$ cat config.mk
export PLATFORM = sky130hd
export DESIGN_NAME = mem_net_tag_arbiter
export DESIGN_NICKNAME = d
export VERILOG_FILES = /design/src/rtl/mem_net_arb_pkg.sv /design/src/rtl/mem_net_credit_ctr.sv /design/src/rtl/mem_net_tag_arbiter.sv
export SDC_FILE = /design/constraint.sdc
export NUM_CORES = 1
export LEC_CHECK = 0
export CAP_MARGIN = 25
export CORE_AREA = 8 8 199 201
export CTS_BUF_LIST = sky130_fd_sc_hd__clkbuf_16
export DETAILED_ROUTE_END_ITERATION = 16
export DIE_AREA = 0 0 207 209
export GPL_TIMING_DRIVEN = 0
export PLACE_DENSITY_LB_ADDON = 0.3
export SLEW_MARGIN = 20
export SYNTH_ARGS = -nofsm -noshare
export SYNTH_HDL_FRONTEND = slang
export SYNTH_SLANG_ARGS = --single-unit
$ cat constraint.sdc
create_clock -name clk -period 3.7 [get_ports clk]
set_input_delay 0.74 -clock clk [delete_from_list [all_inputs] [get_ports clk]]
set_output_delay 0.74 -clock clk [all_outputs]
set_load 0.03 [all_outputs]
$ cat src/rtl/mem_net_arb_pkg.sv
// Shared types and constants for the memory-network tag arbiter.
// Message base widths, ID-width helper and lock-state encoding.
package mem_net_arb_pkg;

    localparam int REQ_BASE_BITS  = 71;
    localparam int RESP_BASE_BITS = 39;
    localparam int CNT_BITS       = 4;

    typedef enum logic [0:0] {
        UNLOCKED = 1'b0,
        LOCKED   = 1'b1
    } lock_state_e;

    function automatic int id_width(input int n);
        return (n < 2) ? 1 : $clog2(n);
    endfunction

endpackage

$ cat src/rtl/mem_net_credit_ctr.sv
// Per-requester outstanding-request counter, saturating at p_max_out.
// Simultaneous inc/dec leaves the count unchanged.
module mem_net_credit_ctr
    import mem_net_arb_pkg::*;
#(
    parameter int p_max_out = 4
) (
    input  logic clk,
    input  logic rst,
    input  logic inc,
    input  logic dec,
    output logic at_max
);

    localparam logic [CNT_BITS-1:0] MAX = CNT_BITS'(p_max_out);

    logic [CNT_BITS-1:0] cnt;
    logic                up;
    logic                dn;

    assign up     = inc && (cnt != MAX);
    assign dn     = dec && (cnt != '0);
    assign at_max = (cnt == MAX);

    // Count issued requests up, returned responses down.
    always_ff @(posedge clk or negedge rst) begin
        if (!rst) begin
            cnt <= '0;
        end else if (up && !dn) begin
            cnt <= cnt + 1'b1;
        end else if (dn && !up) begin
            cnt <= cnt - 1'b1;
        end
    end

endmodule

$ cat src/rtl/mem_net_tag_arbiter.sv
// Round-robin arbiter sharing one memory-network port, tagging requests
// with the requester ID. Optional credit limit: MEM_NET_ARB_CREDIT_EN.
module mem_net_tag_arbiter
    import mem_net_arb_pkg::*;
#(
    parameter int p_num_arb   = 3,
    parameter int p_opaq_bits = 8,
    parameter int p_max_out   = 4,
    parameter int p_req_bits  = REQ_BASE_BITS + p_opaq_bits,
    parameter int p_resp_bits = RESP_BASE_BITS + p_opaq_bits
) (
    input  logic                                  clk,
    input  logic                                  rst,
    input  logic [p_num_arb-1:0]                  req_val,
    output logic [p_num_arb-1:0]                  req_rdy,
    input  logic [p_num_arb-1:0][p_req_bits-1:0]  req_msg,
    output logic                                  net_req_val,
    input  logic                                  net_req_rdy,
    output logic [p_req_bits-1:0]                 net_req_msg,
    input  logic                                  net_resp_val,
    output logic                                  net_resp_rdy,
    input  logic [p_resp_bits-1:0]                net_resp_msg,
    output logic [p_num_arb-1:0]                  resp_val,
    input  logic [p_num_arb-1:0]                  resp_rdy,
    output logic [p_num_arb-1:0][p_resp_bits-1:0] resp_msg,
    output logic                                  err_bad_id
);

    localparam int IDW = id_width(p_num_arb);
    localparam int IDH = p_opaq_bits - 1;
    localparam logic [IDW:0] NUM_ARB = (IDW+1)'(p_num_arb);
    localparam logic [IDW-1:0] LAST = IDW'(p_num_arb - 1);

    lock_state_e          state;
    logic [IDW-1:0]       ptr;
    logic [IDW-1:0]       lk_idx;
    logic [IDW-1:0]       win;
    logic [IDW-1:0]       grant;
    logic [IDW-1:0]       ptr_nxt;
    logic [IDW-1:0]       rsp_id;
    logic [p_num_arb-1:0] elig;
    logic [p_num_arb-1:0] at_max;
    logic                 any_elig;
    logic                 req_go;
    logic                 req_fire;
    logic                 rsp_ok;
    logic [p_resp_bits-1:0] rsp_clr;

    assign elig = req_val & ~at_max;

    // First eligible requester at or after ptr, with wrap-around.
    always_comb begin
        int j;
        win      = '0;
        any_elig = 1'b0;
        j        = 0;
        for (int k = 0; k < p_num_arb; k++) begin
            j = int'(ptr) + k;
            if (j >= p_num_arb) begin
                j = j - p_num_arb;
            end
            if (!any_elig && elig[j]) begin
                any_elig = 1'b1;
                win      = IDW'(j);
            end
        end
    end

    assign grant = (state == LOCKED) ? lk_idx : win;
    assign req_go = rst && ((state == LOCKED) ? req_val[grant] : any_elig);
    assign net_req_val = req_go;
    assign req_fire = req_go && net_req_rdy;
    assign ptr_nxt = (grant == LAST) ? '0 : grant + 1'b1;

    // Ready goes only to the granted requester; tag its message.
    always_comb begin
        req_rdy        = '0;
        req_rdy[grant] = req_fire;
        net_req_msg    = req_msg[grant];
        net_req_msg[IDH -: IDW] = grant;
    end

    // Round-robin pointer and grant lock while the network stalls.
    always_ff @(posedge clk or negedge rst) begin
        if (!rst) begin
            state  <= UNLOCKED;
            lk_idx <= '0;
            ptr    <= '0;
        end else begin
            if (req_fire) begin
                ptr <= ptr_nxt;
            end
            case (state)
                UNLOCKED: begin
                    if (req_go && !net_req_rdy) begin
                        state  <= LOCKED;
                        lk_idx <= win;
                    end
                end
                LOCKED: begin
                    if (req_fire) begin
                        state <= UNLOCKED;
                    end
                end
                default: state <= UNLOCKED;
            endcase
        end
    end

    assign rsp_id = net_resp_msg[IDH -: IDW];
    assign rsp_ok = {1'b0, rsp_id} < NUM_ARB;

    // Route the response by ID; illegal IDs are swallowed.
    always_comb begin
        resp_val = '0;
        if (rsp_ok) begin
            resp_val[rsp_id] = rst && net_resp_val;
        end
        net_resp_rdy = rst && (rsp_ok ? resp_rdy[rsp_id] : 1'b1);
        rsp_clr = net_resp_msg;
        rsp_clr[IDH -: IDW] = '0;
        for (int i = 0; i < p_num_arb; i++) begin
            resp_msg[i] = rsp_clr;
        end
    end

    // Sticky flag for responses carrying an out-of-range ID.
    always_ff @(posedge clk or negedge rst) begin
        if (!rst) begin
            err_bad_id <= 1'b0;
        end else if (net_resp_val && !rsp_ok) begin
            err_bad_id <= 1'b1;
        end
    end

`ifdef MEM_NET_ARB_CREDIT_EN
    logic                 rsp_fire;
    logic [p_num_arb-1:0] inc;
    logic [p_num_arb-1:0] dec;

    assign rsp_fire = net_resp_val && net_resp_rdy && rsp_ok;

    for (genvar i = 0; i < p_num_arb; i++) begin : g_ctr
        assign inc[i] = req_fire && (grant == IDW'(i));
        assign dec[i] = rsp_fire && (rsp_id == IDW'(i));

        mem_net_credit_ctr #(
            .p_max_out(p_max_out)
        ) u_ctr (
            .clk   (clk),
            .rst   (rst),
            .inc   (inc[i]),
            .dec   (dec[i]),
            .at_max(at_max[i])
        );
    end
`else
    // No credit tracking; only a degenerate zero limit would block.
    assign at_max = {p_num_arb{p_max_out == 0}};
`endif

endmodule
==> impl_summary.md <==
Timing
Of the available clock period, the critical path in the final layout requires 1.00. The final count of hold timing violations is 0. The sum of negative setup slack is -6.84 ps. Clock skew on the completed layout was measured at between 1 and 1.5 ps. The worst path in the final design needs a cycle of roughly 3700 ps, including I/O delays and setup. Setup repair after global routing could not meet its margin everywhere. The maximum clock rate is between 200 and 300 MHz. The final setup violation count is 1. At the pin with the least slew margin, the transition time is roughly 800 ps. The worst-case headroom to the max-slew limit is 0.470. In the post-route analysis, the smallest setup slack over all paths is -6.84 ps. The final-report max-slew violation count is 0.

Place
The final weighted congestion in routability-driven placement is around 0.75. The number of cells after detailed placement is 1602. The worst setup slack after placement is -1720 ps. The number of input and output port buffers inserted is 463. The HPWL after detailed placement is between 20 and 30 mm. The placement-stage cell area is between 0.01 and 0.015 mm².

Clock tree
At the later pin of the worst-skew pair, clock insertion delay measures between 200 and 250 ps. After clock tree synthesis, the clock-pin slew on the worst setup and hold paths is 30 ps. The cts-stage hold buffer count is 0. The TritonCTS clock tree is built.

The total clock buffers created by CTS is 3. The number of H-tree levels is 1. The clock sink count is 6. CTS placed an instance of sky130_fd_sc_hd__clkbuf_16 at the clock tree root. In this run the deepest clock path goes through 2 buffers.

Finish
The most common cell after layout, fill and taps aside is sky130_fd_sc_hd__clkdlybuf4s50_1. The share of the core filled with cells is 0.299. The library cells used most frequently in the layout, excluding fill and tap cells, are sky130_fd_sc_hd__clkdlybuf4s50_1, sky130_fd_sc_hd__buf_4, sky130_fd_sc_hd__nor2_1.

The net count of the finished layout is approximately 1400. From synthesis to final layout, the design area changed by 126%. The cell area after layout is 0.0109 mm². The fraction of layout instances using a drive strength above 1 is 0.330.

Excluding fillers, the count of instances in the completed layout stands at 1613. The number of fill cells in the layout is 3894. The repair_antennas step left the layout with diodes totalling 0.

Die
The floorplan has 70 rows. The effective utilization at floorplan is 0.133. The placeable core area is ~0.036 mm².

The area enclosed by the die boundary is 0.0433 mm². The I/O pin count is 523. The die outline width is roughly 210 µm. The overall die height is 209 µm.

Routing
In the final routed layout, each cell accounts on average for approximately 21 µm. The total via count in the routed design is approximately 6900. The number of detailed-route iterations in the first pass is 4.

The number of nets with antenna violations after routing is 0. Detailed routing placed a total of between 2 and 3 mm of wire on met3. In this run, the number of DRC markers left after iteration 0 of detailed routing was a little over 300. For this run, design rule violations remaining after detail routing come to 0.

The length of routed wiring on met1 is around 13 mm. The detail-routed via count per cell is 4.26. The amount of wire on met2 after detailed routing is 17.4 mm. The highest metal layer with signal wires is met4. The total detailed-routing wirelength is 33.2 mm.

Critical path
The delay of the slowest cell on the worst path is roughly 420 ps. Along the worst path, the maximum fanout reaches 8. The signal arrival time at the worst endpoint is 2970 ps. The path depth of the worst reg2reg path is 10.

The nature of the critical path endpoint is an output pin. Among all stages on the critical path, the largest delay is contributed by sky130_fd_sc_hd__dfrtp_2. Walking the worst path, the cells encountered are buf_6, ha_4, nor4bb_4, a221o_1, a41oi_2, buf_12, buf_12, buf_12, mux2i_4, a2bb2oi_2, o21ai_1, buf_4. The dominant delay contributor by cell family on the critical path is buffers and inverters. The launching element type of the critical path is a register. The required time reported for the critical path endpoint is just under 3000 ps. The number of buffers and inverters on the critical path is 5. The endpoint identified for the worst register-to-register timing path is ptr[0]. By instance count, the cell type seen most on the critical path is sky130_fd_sc_hd__buf_12. The slack of the worst reg-to-reg path is around 1300 ps. The critical path start-end classification is reg -> out. The reg-to-reg startpoint is ptr[0].

Global routing
The pin count of the biggest net entering global routing is 11. The via count of the first global-routing pass came to roughly 7200. The overall fraction of global-route tracks in use is 0.140. The first global-routing pass estimated 47.6 mm of wire. The number of antenna violations at the first check in global routing came to 0. The total global routing overflow is 0.

Synthesis
A synthesized cell averages approximately 7.2 µm². Of the synthesized area, sequential elements account for 0.0312. In the synthesized netlist the dominant register cell turns out to be sky130_fd_sc_hd__dfrtp_1. The cell area that synthesis handed to floorplanning was between 0.004 and 0.005 mm². The gate count after technology mapping is 666. Of all flip-flops after synthesis, the portion carrying an async set or reset was 1.00. The number of warnings printed during yosys synthesis is 0. The synthesized netlist contains 43 unique library cells. After synthesis the netlist holds a flip-flop and latch count of 6. Counting flops with a built-in enable in the synthesized netlist gives 0.

Hold path
The sink of the worst hold path is err_bad_id. Along the worst hold path, the cell count comes to 1. The worst hold path belongs to the class reg -> reg. In this run the most critical hold path is launched from err_bad_id.

Run
The number of violations of the max-capacitance limit is 0.

Status
The final reports fail on negative setup slack. The run finished, with violations left.

Pwr
VDD sags by at most ~0.36 mV. The total leakage power is about 4.4 nW. The ratio of total power to cell area is ~890 mW/mm².
## stage by stage
step / total power [W] / hold slack (ps)
final: 0.00961 / 462
after global routing: 0.0102 / 467
after CTS: 0.00942 / 462
after detailed placement: 0.00863 / 455
after global placement: 0.00860 / 453
after floorplan: 0.00523 / 444
## cells in the mapped netlist (3+ instances only)
cell                        count  share of area
sky130_fd_sc_hd__ha_1           4          0.010
sky130_fd_sc_hd__nand3b_1       4         0.0062
sky130_fd_sc_hd__dfrtp_1        6          0.031
sky130_fd_sc_hd__buf_4        147           0.23
sky130_fd_sc_hd__mux2_2         5          0.012
sky130_fd_sc_hd__buf_2          4         0.0042
sky130_fd_sc_hd__nor2_1        83          0.065
sky130_fd_sc_hd__nand2_1        8         0.0062
sky130_fd_sc_hd__inv_1          4         0.0031
sky130_fd_sc_hd__clkbuf_1      49          0.038
sky130_fd_sc_hd__a2bb2oi_1     77           0.14
sky130_fd_sc_hd__nand2b_1       3         0.0039
sky130_fd_sc_hd__a31oi_1        3         0.0039
sky130_fd_sc_hd__a211o_1       77           0.14
sky130_fd_sc_hd__mux2i_1       81           0.17
sky130_fd_sc_hd__o21ai_0       78          0.081
## cell families after synthesis
| logic type | count (synthesis) | synth area share |
|---|---|---|
| AOI/OAI and AO/OA | 250 | 0.393 |
| buffers and inverters | 211 | 0.289 |
| and+or+nand+nor | 108 | 0.0949 |
| muxes | 86 | 0.180 |
| DFF | 6 | 0.0312 |
| adders and majority gates | 4 | 0.0104 |
| other | 1 | 0.000779 |
## report_power, final
group          switching [W]  internal, W
clock              0.0000391     0.000139
sequential         0.0000588    0.0000927
combinational        0.00541      0.00387
## cell type report
type                       count  area, µm²  area share
buffer                       202       1470       0.135
inverter                       6       26.3     0.00242
timing repair buffer         474       4510       0.416
clock buffer                   3       75.1     0.00692
tap                          468        586      0.0540
multi-input combinational    454       4030       0.371
sequential                     6        154      0.0142
## how the worst max path moves through the flow
stage | cells past startpoint | end | slack, ps | start
final | 12 | net_req_msg[14] | -7 | ptr[0]
after global routing | 13 | net_req_msg[14] | -110 | ptr[0]
after CTS | 13 | net_req_msg[10] | -3 | ptr[0]
after detailed placement | 9 | net_req_msg[17] | -1720 | req_val[0]
after global placement | 9 | net_req_msg[17] | -1670 | req_val[0]
after floorplan | 10 | net_req_msg[0] | 140 | req_val[2]
## per-layer routing
metal | global-route usage | up-vias
met4 | 0.0187 | 0
met5 | 0 | -
met2 | 0.265 | 307
met3 | 0.0400 | 17
met1 | 0.158 | 3274
li1 | - | 3278
## repair_timing
action | 4_1_cts | 5_1_grt
buffers inserted | 7 | 1
pin swaps | 12 | 7
resized for setup | 525 | 195
endpoints found under the setup margin | 84 | 82
gates cloned | 3 | 0
(Power assumes the default switching activity.)
